[config.mk]
export PLATFORM = sky130hd
export DESIGN_NAME = h_rca_pipe
export DESIGN_NICKNAME = d
export VERILOG_FILES = /design/src/rtl/rca_pipe_pkg.sv /design/src/rtl/h_rca_slice.sv /design/src/rtl/h_rca_pipe.sv
export SDC_FILE = /design/constraint.sdc
export NUM_CORES = 1
export LEC_CHECK = 0
export ABC_AREA = 0
export BUFFER_PORTS_ARGS = -buffer_cell sky130_fd_sc_hd__buf_2
export CAP_MARGIN = 20
export CORE_MARGIN = 1.5
export CORE_UTILIZATION = 30
export CTS_CLUSTER_SIZE = 10
export DETAILED_ROUTE_END_ITERATION = 8
export HOLD_SLACK_MARGIN = 0.06
export PLACE_DENSITY_LB_ADDON = 0.1
export SLEW_MARGIN = 20
export SYNTH_ARGS = -nofsm -noshare
export SYNTH_HDL_FRONTEND = slang
export SYNTH_SLANG_ARGS = --single-unit
[constraint.sdc]
create_clock -name clk -period 2.2 [get_ports clk]
set_clock_uncertainty 0.05 [all_clocks]
set_input_delay 0.11 -clock clk [delete_from_list [all_inputs] [get_ports clk]]
set_output_delay 0.11 -clock clk [all_outputs]
set_load 0.05 [all_outputs]
[src/rtl/rca_pipe_pkg.sv]
// Shared sizing helpers and the full-adder cell for the pipelined ripple-carry adder.
package rca_pipe_pkg;

    localparam int DEF_WIDTH  = 8;
    localparam int DEF_STAGES = 2;

    // Bits of the carry chain handled per pipeline stage.
    function automatic int chunk_w(input int width, input int stages);
        return (width + stages - 1) / stages;
    endfunction

    // Stages that actually hold adder bits; any further stages only carry data.
    function automatic int n_slices(input int width, input int stages);
        int cw;
        cw = chunk_w(width, stages);
        return (width + cw - 1) / cw;
    endfunction

    // Returns {carry_out, sum}.
    function automatic logic [1:0] fa(input logic x, input logic y, input logic ci);
        return {(x & y) | (ci & (x ^ y)), x ^ y ^ ci};
    endfunction

endpackage

[src/rtl/h_rca_slice.sv]
// Combinational CW-bit ripple-carry slice; also exposes the carry into its MSB
// so the top slice can form the two's-complement overflow.
module h_rca_slice
    import rca_pipe_pkg::*;
#(
    parameter int CW = 4
) (
    input  logic [CW-1:0] a,
    input  logic [CW-1:0] b,
    input  logic          cin,
    output logic [CW-1:0] sum,
    output logic          cout,
    output logic          c_msb
);

    always_comb begin
        logic c;
        c     = cin;
        c_msb = cin;
        sum   = '0;
        for (int i = 0; i < CW; i++) begin
            if (i == CW - 1) c_msb = c;
            {c, sum[i]} = fa(a[i], b[i], c);
        end
        cout = c;
    end

endmodule

[src/rtl/h_rca_pipe.sv]
// Pipelined ripple-carry adder: out = a + b + cin in WIDTH+1 bits, one carry-chain
// slice per stage, valid/ready handshake with a combinational stall chain.
module h_rca_pipe
    import rca_pipe_pkg::*;
#(
    parameter int WIDTH  = DEF_WIDTH,
    parameter int STAGES = DEF_STAGES,
    parameter int SIGNED = 0
) (
    input  logic             clk,
    input  logic             rst_n,
    input  logic             in_valid,
    output logic             in_ready,
    input  logic [WIDTH-1:0] a,
    input  logic [WIDTH-1:0] b,
    input  logic             cin,
    output logic             out_valid,
    input  logic             out_ready,
    output logic [WIDTH:0]   out,
    output logic             ovf
);

    localparam int CW = chunk_w(WIDTH, STAGES);
    localparam int NS = n_slices(WIDTH, STAGES);

    logic [STAGES-1:0] vld_p;
    logic [STAGES-1:0] ld;
    logic [STAGES-1:0] vin;

    // Index k is the input side of stage k; index STAGES is the output register.
    logic [WIDTH-1:0] a_p [STAGES];
    logic [WIDTH-1:0] b_p [STAGES];
    logic [WIDTH-1:0] s_p [STAGES+1];
    logic             c_p [STAGES+1];
    logic             o_p [STAGES+1];

    assign a_p[0] = a;
    assign b_p[0] = b;
    assign s_p[0] = '0;
    assign c_p[0] = cin;
    assign o_p[0] = 1'b0;

    // A stage loads when it is empty or its occupant moves on this cycle.
    always_comb begin
        logic go;
        go = out_ready;
        ld = '0;
        for (int k = STAGES - 1; k >= 0; k--) begin
            go    = ~vld_p[k] | go;
            ld[k] = go;
        end
    end

    assign vin = STAGES'({vld_p, in_valid});

    always_ff @(posedge clk or negedge rst_n) begin
        if (!rst_n) begin
            vld_p <= '0;
        end else begin
            vld_p <= (ld & vin) | (~ld & vld_p);
        end
    end

    for (genvar k = 0; k < STAGES; k++) begin : g_stage
        logic             en;
        logic [WIDTH-1:0] s_nx;
        logic [WIDTH-1:0] s_q;
        logic             c_nx;
        logic             c_q;
        logic             o_nx;
        logic             o_q;

        assign en = ld[k] & vin[k];

        if (k < NS) begin : g_add
            localparam int LO = k * CW;
            localparam int SW = (WIDTH - LO < CW) ? (WIDTH - LO) : CW;

            logic [SW-1:0] sl_sum;
            logic          sl_cout;
            logic          sl_cmsb;

            h_rca_slice #(.CW(SW)) u_slice (
                .a     (a_p[k][LO +: SW]),
                .b     (b_p[k][LO +: SW]),
                .cin   (c_p[k]),
                .sum   (sl_sum),
                .cout  (sl_cout),
                .c_msb (sl_cmsb)
            );

            // The top slice turns its carry into the result MSB and the overflow flag.
            always_comb begin
                s_nx             = s_p[k];
                s_nx[LO +: SW]   = sl_sum;
                c_nx             = sl_cout;
                o_nx             = o_p[k];
                if (k == NS - 1) begin
                    if (SIGNED != 0) begin
                        c_nx = a_p[k][WIDTH-1] ^ b_p[k][WIDTH-1] ^ sl_cout;
                        o_nx = sl_cmsb ^ sl_cout;
                    end else begin
                        o_nx = sl_cout;
                    end
                end
            end
        end else begin : g_pass
            always_comb begin
                s_nx = s_p[k];
                c_nx = c_p[k];
                o_nx = o_p[k];
            end
        end

        // Stage k -> k+1 boundary: de-skewed sum bits plus carry / result MSB.
        always_ff @(posedge clk or negedge rst_n) begin
            if (!rst_n) begin
                s_q <= '0;
                c_q <= 1'b0;
                o_q <= 1'b0;
            end else if (en) begin
                s_q <= s_nx;
                c_q <= c_nx;
                o_q <= o_nx;
            end
        end

        assign s_p[k+1] = s_q;
        assign c_p[k+1] = c_q;
        assign o_p[k+1] = o_q;

        if (k < STAGES - 1) begin : g_skew
            localparam int LO = k * CW;

            logic [WIDTH-1:0] a_nx;
            logic [WIDTH-1:0] b_nx;
            logic [WIDTH-1:0] a_q;
            logic [WIDTH-1:0] b_q;

            // Consumed operand bits are dropped so the skew registers stay triangular.
            always_comb begin
                a_nx = a_p[k];
                b_nx = b_p[k];
                for (int i = 0; i < WIDTH; i++) begin
                    if (i >= LO && i < LO + CW) begin
                        a_nx[i] = 1'b0;
                        b_nx[i] = 1'b0;
                    end
                end
            end

            always_ff @(posedge clk or negedge rst_n) begin
                if (!rst_n) begin
                    a_q <= '0;
                    b_q <= '0;
                end else if (en) begin
                    a_q <= a_nx;
                    b_q <= b_nx;
                end
            end

            assign a_p[k+1] = a_q;
            assign b_p[k+1] = b_q;
        end
    end

    assign in_ready  = ld[0];
    assign out_valid = vld_p[STAGES-1];
    assign out       = {c_p[STAGES], s_p[STAGES]};
    assign ovf       = o_p[STAGES];

endmodule

==> results.txt <==
Die X: 65.81 um
Commonest cells post-synth: dfrtp_1, inv_1, mux2_2
Setup violators final: 0
Setup total negative slack: 0 ps
PD cells: 1018 nW/um^2
CTS tree: yes
Routed Antenna Nets: 0
I/O pin cnt: 33
# diodes: 0
CTS root buf: clkbuf_8
Prevailing post-synth register cell: dfrtp_1
WL per Instance: 11.86 um
Tot GR Track Use: 11.00%
Critical path's most frequent cell: fa_2
CP max-delay cell: dfrtp_1
Layout Nets: 157
Max Transition Viols Final: 0
Fmax: 484.0 MHz
RSZ-0062 raised after global routing: no
Yosys reg bits: 24
Final GP Congestion: 0.6802
Final worst setup slack: 133.7 ps
Crit path kind: reg2reg
Status: finished clean
Ranking of synthesized cells by area: dfrtp_1, fa_1, mux2_4
Setup crit end kind: register
Via/cell ratio: 4.103
Reg-to-reg endpoint: g_stage[1].s_q[7]
Largest net degree at the start of global routing: 25
Starting DRT DRC Count: 21
R2R setup slack: 130 ps
CP arrival: 2210 ps
FILL cells: 364
Hold crit path type: in2reg
Async SR Flop Fraction: 100.0%
Port Buf Inserts: 32
Static Leak: 0.7991 nW
Die area: 4331 um^2
Hold Vio Cnt, Final: 0
Final min period: 2066 ps
Total power: 0.001568 W
Layout cells sized above 1: 48.41%
Worst Path Max Fanout: 2
CP cell instances: inv_2 -> fa_2 -> inv_1 -> fa_2 -> fa_2 -> inv_1 -> fa_1 -> mux2i_1
Hold path depth: 3
Detailed Place HPWL: 1.502 mm
Worst R2R Start: g_stage[0].g_skew.a_q[4]
Final cycle utilization of the critical path: 93.92%
First-pass GRT wire length: 3.505 mm
Vias: 714
Mapped cell area: 1184 um^2
Syn Area/Cell: 14.61 um^2
Antenna violations before repair: 0
Post-synthesis sequential area ratio: 50.74%
Core Rows: 22
Syn Inst Count: 81
Slew Limit Headroom: 63.66%
Synth top area share: 50.74%
Post-synth EDFFs: 0
Most numerous cell in the Yosys netlist: dfrtp_1
H-tree Lvls: 1
Max Buffers Root-to-Sink: 2
Core area: 3716 um^2
Synth Net Count: 110
Peak VDD IR: 0.3226 mV
Die extent in y: 65.81 um
Startpoint Class: register
Worst Reg2Reg Path Length in Cells: 8
CTS Sinks: 24
Initial core utilization: 31.85%
DR pass1 iterations: 2
Clk_lat worst skew: 260 ps
Yosys top cell by area: dfrtp_1
Critical Path Max Stage Delay: 400 ps
Total CTS buffers: 3
Area growth syn-to-layout: 30.13%
Total grt overflow: 0
Crit-path leading delay family: adder cells
# DRC: 0
Vias in the first global route: 773
Total wire length: 2.064 mm
Worst-path clk slew: 80 ps
Synth Warn #: 0
Max-cap violations: 0
Hold_sp: out_ready
Synth cell types: 13
WP buf/inv: 3
Worst slew pin tran: 545.1 ps
Dpl ws: 61.97 ps
Critical Path RT: 2340 ps
## worst min-delay path: stages
cell,delay (ps)
buf_2,90
nand2b_1,130
nand2b_1,60
## cell type report
| cell class | instances | area [um^2] | area share [%] |
|---|---|---|---|
| Sequential cell | 24 | 600.6 | 38.99 |
| Inverter | 19 | 71.32 | 4.630 |
| Multi-Input combinational cell | 36 | 491.7 | 31.93 |
| Tap cell | 48 | 60.06 | 3.899 |
| Timing Repair Buffer | 44 | 275.3 | 17.87 |
| Clock buffer | 3 | 41.29 | 2.681 |
## per-stage QoR
step | utilization, % | area, um^2 | std cells | hold slack [ps]
6_report | 41.45 | 1540 | 174 | 107.9
5_1_grt | 41.45 | 1540 | 174 | 120.6
4_1_cts | 40.84 | 1518 | 172 | 100.7
3_5_place_dp | 37.04 | 1376 | 159 | 81.25
3_3_place_gp | 37.04 | 1376 | 159 | 71.46
2_1_floorplan | - | 1184 | 81 | -235.6
## flip-flops by register name, summed over array words and instances (netlist names), named ones only
| signal | cells |
|---|---|
| g_stage.c_q | 1 |
| g_stage.g_skew.a_q | 4 |
| g_stage.g_skew.b_q | 4 |
| g_stage.s_q | 12 |
| ovf | 1 |
## per-layer routing
metal  GRT usage (%)  wire length, um
met1           13.74              952
met2           17.68              970
met3           2.215               99
met4           6.250               42
met5               0                0
## timing repair
item / 4_1_cts / 5_1_grt
endpoints found under the hold margin: 33 / 0
endpoints found under the setup margin: 0 / 1
hold buffers: 10 / 0
setup buffers: 0 / 2
gates resized for setup: 0 / 5
## placed cells by master, fill, tap and decap left out, drive strengths merged
| master | Yosys | layout |
|---|---|---|
| clkbuf | 0 | 3 |
| dfrtp | 24 | 24 |
| or2b | 1 | 1 |
| nand2b | 2 | 2 |
| inv | 19 | 19 |
| mux2i | 6 | 6 |
| mux2 | 16 | 16 |
| nand3b | 1 | 1 |
| dlygate4sd3 | 0 | 10 |
| fa | 8 | 8 |
| nand2 | 2 | 2 |
| buf | 2 | 34 |
## report_power, final
| part | total [W] | switching [W] | internal [W] |
|---|---|---|---|
| combinational | 0.000683 | 0.000453 | 0.000229 |
| sequential | 0.000631 | 0.0000677 | 0.000563 |
| clock | 0.000254 | 0.000132 | 0.000122 |
| total | 0.00157 | 0.000653 | 0.000915 |
## cell families (layout without fill, tap and decap cells)
kind of cell  after synthesis  after routing  share of synthesized area, %
flops                      24             24                         50.74
mux                        22             22                         22.52
buf+inv                    21             66                         8.351
fa+ha+maj                   8              8                         13.53
simple gates                6              6                         4.863
## worst max path at each step
stage,depth (start not counted),to,slack (ps),startpoint
2_1_floorplan,8,g_stage[1].s_q[7],150,g_stage[0].c_q
3_3_place_gp,8,g_stage[1].s_q[7],90,g_stage[0].c_q
3_5_place_dp,8,g_stage[1].s_q[7],60,g_stage[0].c_q
4_1_cts,8,g_stage[1].s_q[7],50,g_stage[0].c_q
5_1_grt,8,g_stage[1].s_q[7],40,g_stage[0].g_skew.a_q[4]
6_report,8,g_stage[1].s_q[7],130,g_stage[0].g_skew.a_q[4]
(Power assumes the default switching activity.)
